<file path="src/rtl/grade_avg_classifier.sv">
// Accumulates NGRADES grades (0-9) from a strobed switch input, averages them,
// classifies the average as A/F/P and drives a seven-segment display.
module grade_avg_classifier #(
    parameter int NGRADES    = 4,
    parameter int PASS_TH    = 7,
    parameter int FINAL_TH   = 4,
    parameter int ALT_PERIOD = 4
) (
    input  logic                             clk_2,
    input  logic                             reset,
    input  logic [3:0]                       grade_in,
    input  logic                             grade_stb,
    input  logic                             clear,
    input  logic [1:0]                       mode,
    output logic [7:0]                       seg,
    output logic [$clog2(NGRADES+1)-1:0]     count,
    output logic [3:0]                       avg,
    output logic                             done,
    output logic                             err
);
    localparam int CW = $clog2(NGRADES + 1);
    localparam int SW = $clog2(9 * NGRADES + 1);
    localparam int SH = $clog2(NGRADES);
    localparam int AW = $clog2(ALT_PERIOD);

    localparam logic [CW-1:0] COUNT_FULL = CW'(NGRADES);
    localparam logic [AW-1:0] ALT_LAST   = AW'(ALT_PERIOD - 1);
    localparam logic [3:0]    PASS_A     = 4'(PASS_TH);
    localparam logic [3:0]    FINAL_F    = 4'(FINAL_TH);

    localparam logic [6:0] SEG_DASH = 7'h40;
    localparam logic [6:0] SEG_A    = 7'h77;
    localparam logic [6:0] SEG_F    = 7'h71;
    localparam logic [6:0] SEG_P    = 7'h73;

    logic          stb_prev;
    logic          stb_rise;
    logic [3:0]    last;
    logic [SW-1:0] sum;
    logic [AW-1:0] alt_cnt;
    logic          phase;

    function automatic logic [6:0] digit7(input logic [3:0] d);
        case (d)
            4'd0:    digit7 = 7'h3F;
            4'd1:    digit7 = 7'h06;
            4'd2:    digit7 = 7'h5B;
            4'd3:    digit7 = 7'h4F;
            4'd4:    digit7 = 7'h66;
            4'd5:    digit7 = 7'h6D;
            4'd6:    digit7 = 7'h7D;
            4'd7:    digit7 = 7'h07;
            4'd8:    digit7 = 7'h7F;
            4'd9:    digit7 = 7'h67;
            default: digit7 = SEG_DASH;
        endcase
    endfunction

    assign stb_rise = grade_stb & ~stb_prev;
    assign done     = (count == COUNT_FULL);
    assign avg      = 4'(sum >> SH);

    always_ff @(posedge clk_2) begin
        if (reset) begin
            // Starting high means a strobe held through reset is not counted.
            stb_prev <= 1'b1;
            count    <= '0;
            sum      <= '0;
            last     <= '0;
            err      <= 1'b0;
            alt_cnt  <= '0;
            phase    <= 1'b0;
        end else begin
            stb_prev <= grade_stb;
            if (clear) begin
                count   <= '0;
                sum     <= '0;
                last    <= '0;
                err     <= 1'b0;
                alt_cnt <= '0;
                phase   <= 1'b0;
            end else begin
                if (alt_cnt == ALT_LAST) begin
                    alt_cnt <= '0;
                    phase   <= ~phase;
                end else begin
                    alt_cnt <= alt_cnt + AW'(1);
                end
                if (stb_rise) begin
                    if (done || grade_in > 4'd9) begin
                        err <= 1'b1;
                    end else begin
                        last  <= grade_in;
                        sum   <= sum + SW'(grade_in);
                        count <= count + CW'(1);
                    end
                end
            end
        end
    end

    logic [6:0] last_seg, avg_seg, sit_seg, disp;

    always_comb begin
        last_seg = (count == '0) ? SEG_DASH : digit7(last);
        avg_seg  = done ? digit7(avg) : SEG_DASH;
        sit_seg  = SEG_DASH;
        if (done) begin
            if (avg >= PASS_A)       sit_seg = SEG_A;
            else if (avg >= FINAL_F) sit_seg = SEG_F;
            else                     sit_seg = SEG_P;
        end
        case (mode)
            2'b00:   disp = last_seg;
            2'b01:   disp = avg_seg;
            2'b10:   disp = sit_seg;
            default: disp = phase ? sit_seg : avg_seg;
        endcase
        seg = {done, disp};
    end

endmodule

</file>
<file path="config.mk">
export PLATFORM = sky130hd
export DESIGN_NAME = grade_avg_classifier
export DESIGN_NICKNAME = d
export VERILOG_FILES = /design/src/rtl/grade_avg_classifier.sv
export SDC_FILE = /design/constraint.sdc
export NUM_CORES = 1
export LEC_CHECK = 0
export BUFFER_PORTS_ARGS = -buffer_cell sky130_fd_sc_hd__buf_4
export CAP_MARGIN = 20
export CORE_MARGIN = 5
export CORE_UTILIZATION = 61
export DETAILED_ROUTE_END_ITERATION = 12
export PLACE_DENSITY = 0.84
export SYNTH_ARGS = -nofsm -noshare
export SYNTH_HDL_FRONTEND = slang
export SYNTH_SLANG_ARGS = --single-unit
export TNS_END_PERCENT = 100
</file>
<file path="constraint.sdc">
create_clock -name clk_2 -period 3.6 [get_ports clk_2]
set_clock_uncertainty 0.05 [all_clocks]
set_input_delay 0.18 -clock clk_2 [delete_from_list [all_inputs] [get_ports clk_2]]
set_output_delay 0.18 -clock clk_2 [all_outputs]
set_load 0.05 [all_outputs]
</file>
==> metrics.txt, run 1 <==
# TYPE chip_impl_metric gauge
chip_impl_info{name="timing_worst_setup_path_type",value="flip-flop to flip-flop"} 1
chip_impl_metric{name="sequential_cell_area",unit="µm²"} 640.6
chip_impl_metric{name="clock-sinks",unit=""} 32
chip_impl_metric{name="period_minus_slack",unit="ps"} 2838
chip_impl_metric{name="synth_enable_flop_cells",unit=""} 0
chip_impl_metric{name="max_freq",unit="MHz"} 352.4
chip_impl_metric{name="crit_buf_inv",unit=""} 2
chip_impl_metric{name="layout.nets",unit=""} 268
chip_impl_info{name="most_common_cell_after_layout_fill_and_taps_aside",value="dfxtp_1"} 1
chip_impl_info{name="layout_common_cells",value="dfxtp_1 (32), buf_4 (26), ha_1 (19), inv_1 (17), nor2_1 (16)"} 1
chip_impl_info{name="cpLargestDelayFamily",value="simple AND/OR/NAND/NOR gates"} 1
chip_impl_info{name="timing.hold.worst.class",value="primary input to flip-flop"} 1
chip_impl_metric{name="synth_top_area_share",unit="%"} 33.93
chip_impl_metric{name="die-area",unit="mm²"} 0.004308
chip_impl_metric{name="wire_length_of_the_first_global_routing_pass",unit="mm"} 6.417
chip_impl_info{name="rsz0062_at_grt",value="no"} 1
chip_impl_metric{name="synth_area",unit="mm²"} 0.001888
chip_impl_metric{name="maxCapViolations",unit=""} 0
chip_impl_metric{name="design_power_total",unit="mW"} 0.6489
chip_impl_metric{name="die_x",unit="µm"} 65.64
chip_impl_info{name="critical_path.slowest_cell",value="and3_1"} 1
chip_impl_metric{name="clock_latency",unit="ps"} 340
chip_impl_metric{name="route.detailed.vias_per_inst",unit=""} 5.757
chip_impl_info{name="outcome",value="finished clean"} 1
chip_impl_metric{name="gpl.final_weighted_congestion",unit=""} 0.9400
chip_impl_metric{name="grt_remaining_overflow",unit=""} 0
chip_impl_metric{name="cellPowerDensity",unit="mW/mm²"} 305.5
chip_impl_metric{name="rows",unit=""} 20
chip_impl_metric{name="num_io_pins",unit=""} 27
chip_impl_metric{name="initial_core_util",unit="%"} 62.88
chip_impl_metric{name="power_switching_share",unit="%"} 25.32
chip_impl_metric{name="grt_antenna_before_repair",unit=""} 0
chip_impl_metric{name="dp_hpwl",unit="mm"} 2.863
chip_impl_metric{name="via_count",unit=""} 1566
chip_impl_info{name="cts_root_buf",value="clkbuf_4"} 1
chip_impl_metric{name="drc",unit=""} 0
chip_impl_metric{name="ir_worst_vdd",unit="V"} 0.0002075
chip_impl_metric{name="routed_wl",unit="mm"} 3.740
chip_impl_metric{name="synth-seq-area-share",unit="%"} 33.93
chip_impl_info{name="crit_path_start_kind",value="flip-flop"} 1
chip_impl_metric{name="yosys_warnings",unit=""} 0
chip_impl_info{name="tritoncts",value="built"} 1
chip_impl_metric{name="power.net_switching",unit="mW"} 0.1643
chip_impl_metric{name="core_region_area",unit="mm²"} 0.003003
chip_impl_metric{name="timing_worst_slew_pin_value",unit="ps"} 865.0
chip_impl_metric{name="wire_per_inst",unit="µm"} 13.75
chip_impl_metric{name="num-fill-cells",unit=""} 255
chip_impl_info{name="netlist.top_cell.by_area",value="dfxtp_1"} 1
chip_impl_metric{name="comb_power_share",unit="%"} 11.1
chip_impl_metric{name="slew_headroom",unit="%"} 42.33
chip_impl_metric{name="final_min_period_over_clock_period",unit="%"} 78.83
chip_impl_metric{name="crit_arrival",unit="ps"} 3030
chip_impl_metric{name="detail_route.iter0.violations",unit=""} 108
chip_impl_metric{name="postSynthRegisterBits",unit=""} 32
chip_impl_metric{name="finalSetupViolations",unit=""} 0
chip_impl_metric{name="post_synth.cell_area_avg",unit="µm²"} 8.741
chip_impl_metric{name="final-max-slew-violation-count",unit=""} 0
chip_impl_metric{name="preCtsSetupSlack",unit="ps"} 753.1
chip_impl_metric{name="power.sequential.fraction",unit="%"} 55.8
chip_impl_metric{name="synthCells",unit=""} 216
chip_impl_metric{name="chipHeight",unit="µm"} 65.64
chip_impl_metric{name="cts-htree-levels",unit=""} 2
chip_impl_metric{name="final_layout_size_suffix_gt1_share",unit="%"} 19.67
chip_impl_metric{name="postRouteAntennaNets",unit=""} 0
chip_impl_metric{name="post_placement_cell_area",unit="mm²"} 0.002046
chip_impl_metric{name="setup-tns-final",unit="ps"} 0
chip_impl_metric{name="fin_area",unit="mm²"} 0.002125
chip_impl_metric{name="synth-async-reset-ratio",unit="%"} 0
chip_impl_metric{name="timing_hold_violations_final",unit=""} 0
chip_impl_metric{name="port_buffers",unit=""} 26
chip_impl_metric{name="p_leak",unit="nW"} 1.001
chip_impl_info{name="crit_path_end_kind",value="flip-flop"} 1
chip_impl_metric{name="ctsLongestPathBuffers",unit=""} 2
chip_impl_metric{name="power.clock.fraction",unit="%"} 33.1
chip_impl_metric{name="timing.critical_path.required",unit="ps"} 3790
chip_impl_metric{name="synth.net_count",unit=""} 246
chip_impl_metric{name="cts.reportedPaths.clkPinSlew",unit="ps"} 100
chip_impl_metric{name="setup_ws",unit="ps"} 762.3
chip_impl_info{name="synth_top_flop_cell",value="dfxtp_1"} 1
chip_impl_metric{name="p_int",unit="mW"} 0.4846
chip_impl_metric{name="layout-area-overhead-vs-synth",unit="%"} 12.52
chip_impl_metric{name="netlist-cell-type-count",unit=""} 55
chip_impl_metric{name="pin_count_of_the_biggest_net_entering_global_routing",unit=""} 16
chip_impl_metric{name="cts_made_buffers",unit=""} 5
chip_impl_metric{name="grt_usage",unit="%"} 19.19
chip_impl_metric{name="multi_input_gate_area_in_the_final_layout",unit="mm²"} 0.001089
chip_impl_metric{name="final-instance-count-excl-fill",unit=""} 272
chip_impl_metric{name="crit_path_max_incr_delay",unit="ps"} 430
chip_impl_metric{name="placed_cells_incl_taps",unit=""} 262
chip_impl_metric{name="vias_in_the_first_global_route",unit=""} 1461
chip_impl_metric{name="crit_fanout",unit=""} 10
chip_impl_metric{name="cts_resized",unit=""} 0
chip_impl_metric{name="length_of_the_first_detailed_routing_pass_in_iterations",unit=""} 4
chip_impl_metric{name="antenna_cells",unit=""} 0
chip_impl_info{name="yosys-top-cells-area",value="dfxtp_1 (34%), ha_1 (13%), a21oi_1 (4.0%)"} 1
chip_impl_info{name="timing.critical_path.cells",value="inv_1 > ha_1 > nand2_2 > and3_1 > nand2_1 > a21oi_1 > inv_1 > ha_1 > and2_1 > o21bai_1 > a22o_1"} 1
## metal layers
metal	vias to the layer above	track usage, %	share of wire (%)
met5	-	0	0
met4	0	8.549	2.1
met3	7	4.103	5.3
met2	60	30.79	46
met1	711	24.52	46
li1	788	-	-
## power groups by stage
stage               combinational (mW)  sequential [mW]  clock [mW]
detailed placement              0.0702            0.370           0
global placement                0.0686            0.370           0
finish                          0.0720            0.362       0.215
global route                    0.0797            0.363       0.237
CTS                             0.0720            0.362       0.221
floorplan                       0.0476            0.371           0
## through the flow
step	util, %	hold slack (ps)
floorplan	-	233.8
global placement	68.13	329.7
detailed placement	68.13	337.2
CTS	70.75	75.78
global route	70.75	103.2
finish	70.75	89.69
## logic make-up after synthesis
kind of cell	count (synthesis)	share of synthesized area, %
simple gates	61	16.97
mux	7	3.910
flops	32	33.93
fa+ha+maj	20	13.65
xor+xnor	4	1.856
compound gates	59	21.27
buf+inv	33	8.416
## timing repair
action,4_1_cts,5_1_grt
endpoints found under the hold margin,1,0
hold buffers,2,0
buffers inserted,0,0
## cells in the mapped netlist (2+ instances only)
cell type / n
or3_1: 2
dfxtp_1: 32
nor3b_1: 2
buf_4: 5
a211o_1: 3
a31o_2: 2
a21o_1: 2
o22ai_1: 2
xnor2_1: 3
o21ai_1: 4
o21ai_0: 9
inv_2: 2
nand2b_1: 4
nor3_1: 2
ha_1: 19
nand2_1: 15
nand3_1: 4
mux2_1: 3
mux2i_1: 4
a31oi_1: 2
a22o_1: 2
a22oi_1: 3
inv_1: 17
a211oi_1: 5
nor2_1: 16
clkbuf_1: 4
and2_1: 2
a21oi_1: 15
nand2_2: 2
or2_2: 2
buf_2: 3
## cell type report
type	instances	area share, %
Sequential cell	32	30.15
Clock buffer	8	2.768
Multi-Input combinational cell	151	51.24
Tap cell	33	1.943
Timing Repair Buffer	28	10.13
Inverter	20	3.769
## worst register-to-register path: cells and delay by family (launching register included)
kind	cells	cell delay [ps]
AND/OR/NAND/NOR	4	910
AO/OA/AOI/OAI	3	640
adder cells (fa/ha/maj)	2	510
flip-flops	1	400
buffers and inverters	2	220
## final timing paths
path               start         end  slack [ps]  depth (start not counted)
max             count[0]   flip-flop         760                         11
min          grade_in[0]     last[0]          90                          3
max reg2reg     count[0]   flip-flop         760                         11
min reg2reg   alt_cnt[0]  alt_cnt[0]         390                          1
(Power assumes the default switching activity.)
==> run 2: changes to the inputs <==
--- a/config.mk
+++ b/config.mk
@@ -8,9 +8,9 @@
 export BUFFER_PORTS_ARGS = -buffer_cell sky130_fd_sc_hd__buf_4
 export CAP_MARGIN = 20
 export CORE_MARGIN = 5
-export CORE_UTILIZATION = 61
+export CORE_UTILIZATION = 51
 export DETAILED_ROUTE_END_ITERATION = 12
-export PLACE_DENSITY = 0.84
+export PLACE_DENSITY = 0.75
 export SYNTH_ARGS = -nofsm -noshare
 export SYNTH_HDL_FRONTEND = slang
 export SYNTH_SLANG_ARGS = --single-unit
==> constraint.sdc (replaced) <==
create_clock -name clk_2 -period 2.5 [get_ports clk_2]
set_clock_uncertainty 0.05 [all_clocks]
set_input_delay 0.125 -clock clk_2 [delete_from_list [all_inputs] [get_ports clk_2]]
set_output_delay 0.125 -clock clk_2 [all_outputs]
set_load 0.05 [all_outputs]
==> run 2 against run 1 <==
Against the previous run:
- worst hold slack improved by 30 ps
- register-to-register slack got worse by 650 ps
- cell area increased by 8.1%
- combinational power increased by 56%
- sequential share of layout area decreased by 1.9 points
- clock power increased by 70%
- fmax increased by 19%
- first-iteration DRC count decreased by 67%
- routed wire length increased by 3.6%
- power increased by 54%
- clock-buffer cell count decreased by 2
- largest power group unchanged
- highest routed layer unchanged
==> metrics.txt, run 2 (synthesis results as in run 1) <==
# TYPE chip_impl_metric gauge
chip_impl_info{name="outcome",value="finished clean"} 1
chip_impl_info{name="crit_path_end_kind",value="flip-flop"} 1
chip_impl_metric{name="final_min_period_over_clock_period",unit="%"} 95.46
chip_impl_metric{name="cts.reportedPaths.clkPinSlew",unit="ps"} 70
chip_impl_info{name="tritoncts",value="built"} 1
chip_impl_metric{name="timing_hold_violations_final",unit=""} 0
chip_impl_metric{name="ctsLongestPathBuffers",unit=""} 2
chip_impl_metric{name="core_region_area",unit="mm²"} 0.003633
chip_impl_metric{name="pin_count_of_the_biggest_net_entering_global_routing",unit=""} 15
chip_impl_metric{name="num-fill-cells",unit=""} 323
chip_impl_metric{name="cellPowerDensity",unit="mW/mm²"} 434.8
chip_impl_metric{name="clock_latency",unit="ps"} 280
chip_impl_metric{name="chipHeight",unit="µm"} 70.85
chip_impl_metric{name="fin_util",unit="%"} 63.19
chip_impl_metric{name="multi_input_gate_area_in_the_final_layout",unit="mm²"} 0.001131
chip_impl_metric{name="crit_arrival",unit="ps"} 2550
chip_impl_info{name="timing.hold.worst.class",value="primary input to flip-flop"} 1
chip_impl_metric{name="power.net_switching",unit="mW"} 0.2466
chip_impl_metric{name="gpl.final_weighted_congestion",unit=""} 0.8533
chip_impl_metric{name="route.detailed.vias_per_inst",unit=""} 5.337
chip_impl_metric{name="cts-htree-levels",unit=""} 2
chip_impl_metric{name="drc",unit=""} 0
chip_impl_info{name="cts_root_buf",value="clkbuf_8"} 1
chip_impl_metric{name="crit_fanout",unit=""} 6
chip_impl_info{name="crit_path_start_kind",value="flip-flop"} 1
chip_impl_metric{name="p_leak",unit="nW"} 1.104
chip_impl_info{name="most_common_cell_after_layout_fill_and_taps_aside",value="buf_4"} 1
chip_impl_metric{name="period_minus_slack",unit="ps"} 2387
chip_impl_metric{name="max_freq",unit="MHz"} 419.0
chip_impl_metric{name="finalSetupViolations",unit=""} 0
chip_impl_info{name="timing_worst_setup_path_type",value="flip-flop to flip-flop"} 1
chip_impl_metric{name="detail_route.iter0.violations",unit=""} 36
chip_impl_metric{name="comb_power_share",unit="%"} 11.2
chip_impl_metric{name="port_buffers",unit=""} 26
chip_impl_metric{name="slew_headroom",unit="%"} 58.16
chip_impl_metric{name="final_layout_size_suffix_gt1_share",unit="%"} 27.71
chip_impl_metric{name="antenna_cells",unit=""} 0
chip_impl_metric{name="length_of_the_first_detailed_routing_pass_in_iterations",unit=""} 4
chip_impl_metric{name="die-area",unit="mm²"} 0.005019
chip_impl_metric{name="num_io_pins",unit=""} 27
chip_impl_info{name="rsz0062_at_grt",value="yes"} 1
chip_impl_metric{name="sequential_cell_area",unit="µm²"} 649.4
chip_impl_metric{name="placed_cells_incl_taps",unit=""} 286
chip_impl_metric{name="finalHoldWorstSlack",unit="ps"} 119.7
chip_impl_metric{name="clock-sinks",unit=""} 32
chip_impl_metric{name="initial_core_util",unit="%"} 51.96
chip_impl_metric{name="vias_in_the_first_global_route",unit=""} 1523
chip_impl_metric{name="timing_worst_slew_pin_value",unit="ps"} 619.7
chip_impl_metric{name="wire_length_of_the_first_global_routing_pass",unit="mm"} 6.693
chip_impl_metric{name="ir_worst_vdd",unit="V"} 0.0002789
chip_impl_metric{name="via_count",unit=""} 1585
chip_impl_metric{name="rows",unit=""} 22
chip_impl_metric{name="layout.nets",unit=""} 279
chip_impl_metric{name="final-instance-count-excl-fill",unit=""} 297
chip_impl_metric{name="routed_wl",unit="mm"} 3.875
chip_impl_metric{name="postRouteAntennaNets",unit=""} 0
chip_impl_metric{name="grt_antenna_before_repair",unit=""} 0
chip_impl_metric{name="die_x",unit="µm"} 70.85
chip_impl_metric{name="layout-area-overhead-vs-synth",unit="%"} 21.60
chip_impl_metric{name="maxCapViolations",unit=""} 0
chip_impl_metric{name="power.sequential.fraction",unit="%"} 52.1
chip_impl_info{name="layout_common_cells",value="buf_4 (37), dfxtp_1 (29), ha_1 (18), inv_1 (17), nor2_1 (16)"} 1
chip_impl_metric{name="wire_per_inst",unit="µm"} 13.05
chip_impl_metric{name="cts_made_buffers",unit=""} 5
chip_impl_metric{name="grt_usage",unit="%"} 16.58
chip_impl_metric{name="timing.critical_path.required",unit="ps"} 2660
chip_impl_metric{name="final-max-slew-violation-count",unit=""} 0
chip_impl_metric{name="grt_remaining_overflow",unit=""} 0
chip_impl_metric{name="dp_hpwl",unit="mm"} 2.930
chip_impl_metric{name="power.clock.fraction",unit="%"} 36.7
chip_impl_metric{name="setup-tns-final",unit="ps"} 0
chip_impl_metric{name="p_int",unit="mW"} 0.7517
chip_impl_metric{name="power_switching_share",unit="%"} 24.71
[run 2: changes by cell type in the layout (fill, tap and decap cells not counted), moves of 3 or more]
| cell | change |
|---|---|
| buf_4 | +11 |
| clkbuf_4 | -5 |
| clkbuf_8 | +4 |
| dfxtp_1 | -3 |
[run 2: through the flow]
step           setup slack (ps)  instance area (µm²)  power (mW)
2_1_floorplan             29.84                 1903      0.6017
3_3_place_gp              97.89                 2147      0.6373
3_5_place_dp              39.18                 2147      0.6387
4_1_cts                   28.09                 2245       1.006
5_1_grt                   1.138                 2296       1.052
6_report                  113.5                 2296      0.9983
[run 2: area by class of cell]
type                       instances  share of cell area [%]
timing repair buffer              39                   12.97
sequential                        32                   28.28
clock inverter                     1                  0.2180
tap                               48                   2.616
inverter                          20                   3.488
multi-input combinational        151                   49.26
clock buffer                       6                   3.161
[run 2: path summary, 6_finish.rpt]
| kind | from | to | slack [ps] | cells after the start |
|---|---|---|---|---|
| setup / recovery | sum[0] | flip-flop | 110 | 10 |
| hold / removal | grade_in[0] | last[0] | 120 | 3 |
| setup reg to reg | sum[0] | flip-flop | 110 | 10 |
| hold reg to reg | alt_cnt[0] | alt_cnt[0] | 380 | 1 |
[run 2: what timing repair did]
| action | CTS | global route |
|---|---|---|
| setup endpoints to repair | 0 | 5 |
| hold buffers | 2 | 0 |
| endpoints found under the hold margin | 1 | 0 |
| gates resized for setup | 0 | 9 |
| buffers inserted | 0 | 2 |
[run 2: power by group through the flow]
| stage | sequential, mW | clock, mW | combinational [mW] |
|---|---|---|---|
| 2_1_floorplan | 0.532 | 0 | 0.0696 |
| 3_3_place_gp | 0.531 | 0 | 0.106 |
| 3_5_place_dp | 0.532 | 0 | 0.107 |
| 4_1_cts | 0.520 | 0.376 | 0.110 |
| 5_1_grt | 0.521 | 0.408 | 0.123 |
| 6_report | 0.520 | 0.366 | 0.112 |
[run 2: worst max-delay path, stage by stage (launching register included)]
cell	delay [ps]
dfxtp_2	330
ha_2	160
inv_1	50
fa_2	350
nand2b_4	150
o2bb2ai_1	130
or4_4	420
and2_4	200
clkinv_4	50
mux2_1	310
o21ai_1	110
[run 2: metal layers]
| metal | wire length, µm | global-route usage (%) |
|---|---|---|
| met4 | 61 | 6.681 |
| met2 | 1777 | 26.06 |
| met1 | 1805 | 21.08 |
| met5 | 0 | 0 |
| met3 | 230 | 5.256 |
==> run 3: changes to the inputs <==
==> constraint.sdc (replaced) <==
create_clock -name clk_2 -period 2.5 [get_ports clk_2]
set_clock_uncertainty 0.05 [all_clocks]
set_input_delay 0.125 -clock clk_2 [delete_from_list [all_inputs] [get_ports clk_2]]
set_output_delay 0.125 -clock clk_2 [all_outputs]
set_load 0.1 [all_outputs]
==> run 3 against run 2 <==
Against the previous run:
- core utilization increased by 1.2 points
- global-route usage increased by 0.95 points
- clock-buffer cell count unchanged
- combinational power increased by 17%
- routed wire length increased by 11%
- register-to-register slack got worse by 20 ps
- sequential power about the same
- worst hold slack got worse by 5.1 ps
- non-clock buffer count decreased by 2
- cell area increased by 2.0%
- sequential share of layout area decreased by 0.49 points
- power increased by 15%
- largest cell class unchanged
==> metrics.txt, run 3 (synthesis results as in run 1) <==
# TYPE chip_impl_metric gauge
chip_impl_metric{name="core_region_area",unit="mm²"} 0.003633
chip_impl_metric{name="vias_in_the_first_global_route",unit=""} 1547
chip_impl_metric{name="ctsLongestPathBuffers",unit=""} 2
chip_impl_metric{name="p_leak",unit="nW"} 1.086
chip_impl_metric{name="maxCapViolations",unit=""} 0
chip_impl_metric{name="wire_length_of_the_first_global_routing_pass",unit="mm"} 6.906
chip_impl_metric{name="cellPowerDensity",unit="mW/mm²"} 492.0
chip_impl_info{name="crit_path_start_kind",value="flip-flop"} 1
chip_impl_metric{name="period_minus_slack",unit="ps"} 2406
chip_impl_metric{name="initial_core_util",unit="%"} 51.96
chip_impl_metric{name="cts.reportedPaths.clkPinSlew",unit="ps"} 70
chip_impl_info{name="cts_root_buf",value="clkbuf_8"} 1
chip_impl_metric{name="cts_made_buffers",unit=""} 5
chip_impl_metric{name="antenna_cells",unit=""} 0
chip_impl_metric{name="crit_fanout",unit=""} 8
chip_impl_metric{name="dp_hpwl",unit="mm"} 3.101
chip_impl_metric{name="slew_headroom",unit="%"} 44.15
chip_impl_metric{name="detail_route.iter0.violations",unit=""} 54
chip_impl_metric{name="grt_antenna_before_repair",unit=""} 0
chip_impl_metric{name="crit_path_max_incr_delay",unit="ps"} 420
chip_impl_metric{name="drc",unit=""} 0
chip_impl_info{name="outcome",value="finished clean"} 1
chip_impl_info{name="cpLargestDelayFamily",value="simple AND/OR/NAND/NOR gates"} 1
chip_impl_info{name="rr_startpoint",value="sum[0]"} 1
chip_impl_metric{name="routed_wl",unit="mm"} 4.308
chip_impl_info{name="hold_path.startpoint",value="grade_in[0]"} 1
chip_impl_info{name="timing.critical_path.cells",value="ha_4 > inv_1 > fa_2 > nand2b_4 > o2bb2ai_2 > or4_4 > and2_4 > clkinv_4 > mux2_1 > o21ai_1"} 1
chip_impl_metric{name="pin_count_of_the_biggest_net_entering_global_routing",unit=""} 15
chip_impl_info{name="timing.hold.worst.class",value="primary input to flip-flop"} 1
chip_impl_metric{name="final_min_period_over_clock_period",unit="%"} 96.25
chip_impl_metric{name="fin_area",unit="mm²"} 0.002341
chip_impl_metric{name="via_count",unit=""} 1608
chip_impl_metric{name="length_of_the_first_detailed_routing_pass_in_iterations",unit=""} 4
chip_impl_info{name="timing_worst_setup_path_type",value="flip-flop to flip-flop"} 1
chip_impl_metric{name="cts-htree-levels",unit=""} 2
chip_impl_info{name="most_common_cell_after_layout_fill_and_taps_aside",value="buf_4"} 1
chip_impl_metric{name="max_freq",unit="MHz"} 415.6
chip_impl_metric{name="gpl.final_weighted_congestion",unit=""} 0.8468
chip_impl_metric{name="crit_arrival",unit="ps"} 2580
chip_impl_metric{name="num_io_pins",unit=""} 27
chip_impl_metric{name="finalSetupViolations",unit=""} 0
chip_impl_info{name="crit_path_end_kind",value="flip-flop"} 1
chip_impl_metric{name="route.detailed.vias_per_inst",unit=""} 5.432
chip_impl_metric{name="sequential_cell_area",unit="µm²"} 650.6
chip_impl_metric{name="chipHeight",unit="µm"} 70.85
chip_impl_info{name="tritoncts",value="built"} 1
chip_impl_metric{name="timing_worst_slew_pin_value",unit="ps"} 828.7
chip_impl_metric{name="final_layout_size_suffix_gt1_share",unit="%"} 29.03
chip_impl_metric{name="grt_usage",unit="%"} 17.54
chip_impl_metric{name="multi_input_gate_area_in_the_final_layout",unit="mm²"} 0.001160
chip_impl_metric{name="wire_per_inst",unit="µm"} 14.55
chip_impl_info{name="critical_path.slowest_cell",value="or4_4"} 1
chip_impl_metric{name="rows",unit=""} 22
chip_impl_metric{name="post_placement_cell_area",unit="mm²"} 0.002167
chip_impl_metric{name="die_x",unit="µm"} 70.85
chip_impl_metric{name="design_power_total",unit="mW"} 1.152
chip_impl_metric{name="port_buffers",unit=""} 26
chip_impl_metric{name="die-area",unit="mm²"} 0.005019
chip_impl_metric{name="grt_remaining_overflow",unit=""} 0
chip_impl_metric{name="postRouteAntennaNets",unit=""} 0
chip_impl_metric{name="timing.critical_path.required",unit="ps"} 2680
chip_impl_metric{name="num-fill-cells",unit=""} 316
chip_impl_metric{name="ir_worst_vdd",unit="V"} 0.0003270
chip_impl_metric{name="layout-area-overhead-vs-synth",unit="%"} 23.99
chip_impl_metric{name="layout.nets",unit=""} 277
chip_impl_metric{name="placed_cells_incl_taps",unit=""} 284
chip_impl_metric{name="final-instance-count-excl-fill",unit=""} 296
chip_impl_metric{name="crit_buf_inv",unit=""} 2
chip_impl_info{name="worst_setup_path_startpoint",value="sum[0]"} 1
chip_impl_info{name="layout_common_cells",value="buf_4 (35), dfxtp_1 (28), inv_1 (17), ha_1 (17), nor2_1 (16)"} 1
chip_impl_metric{name="timing_hold_violations_final",unit=""} 0
chip_impl_metric{name="clock_latency",unit="ps"} 290
chip_impl_metric{name="final-max-slew-violation-count",unit=""} 0
chip_impl_metric{name="clock-sinks",unit=""} 32
[run 3: repair_timing]
action / in CTS / in global routing
endpoints found under the setup margin: 0 / 4
resized for setup: 0 / 7
hold endpoints to repair: 1 / 0
hold buffers: 2 / 0
setup buffers: 0 / 2
[run 3: final timing paths]
kind,endpoint,slack [ps],cells after the start
max,flip-flop,90,10
min,last[0],110,3
max reg2reg,flip-flop,90,10
min reg2reg,alt_cnt[0],410,1
[run 3: tightest hold or removal path: cells and delay by family]
kind,cells,cell delay [ps]
simple gates,1,90
compound gates,1,60
buf+inv,1,130
[run 3: per-stage QoR]
| step | setup TNS (ps) | utilization [%] | hold slack [ps] | setup WS (ps) |
|---|---|---|---|---|
| 4_1_cts | 0 | 63.15 | 101.7 | 0.8942 |
| 5_1_grt | -1.094 | 64.43 | 123.2 | -1.094 |
| 3_5_place_dp | 0 | 59.64 | 277.0 | 59.38 |
| 6_report | 0 | 64.43 | 114.6 | 93.65 |
| 2_1_floorplan | -285.1 | - | 178.8 | -214.2 |
| 3_3_place_gp | 0 | 59.64 | 274.7 | 98.86 |
[run 3: where the power goes]
part           switching [mW]  leakage [nW]  internal, mW  total [mW]
Combinational          0.0835         0.769        0.0476       0.131
Sequential            0.00399         0.262         0.516       0.520
Clock                   0.205        0.0552         0.296       0.501
Total                   0.292          1.09         0.859        1.15
[run 3: layer usage]
metal,wire [µm],vias up,part of all wire [%],track usage (%)
met4,60,0,1.4,6.681
met1,1893,758,44,20.50
met5,0,-,0,0
li1,-,806,-,-
met3,239,7,5.5,4.972
met2,2114,37,49,30.28
[run 3: cell type report]
type / instances / area share (%)
Clock buffer: 6 / 3.100
Tap cell: 48 / 2.565
Inverter: 20 / 3.421
Sequential cell: 32 / 27.79
Clock inverter: 2 / 1.497
Multi-Input combinational cell: 151 / 49.55
Timing Repair Buffer: 37 / 12.08
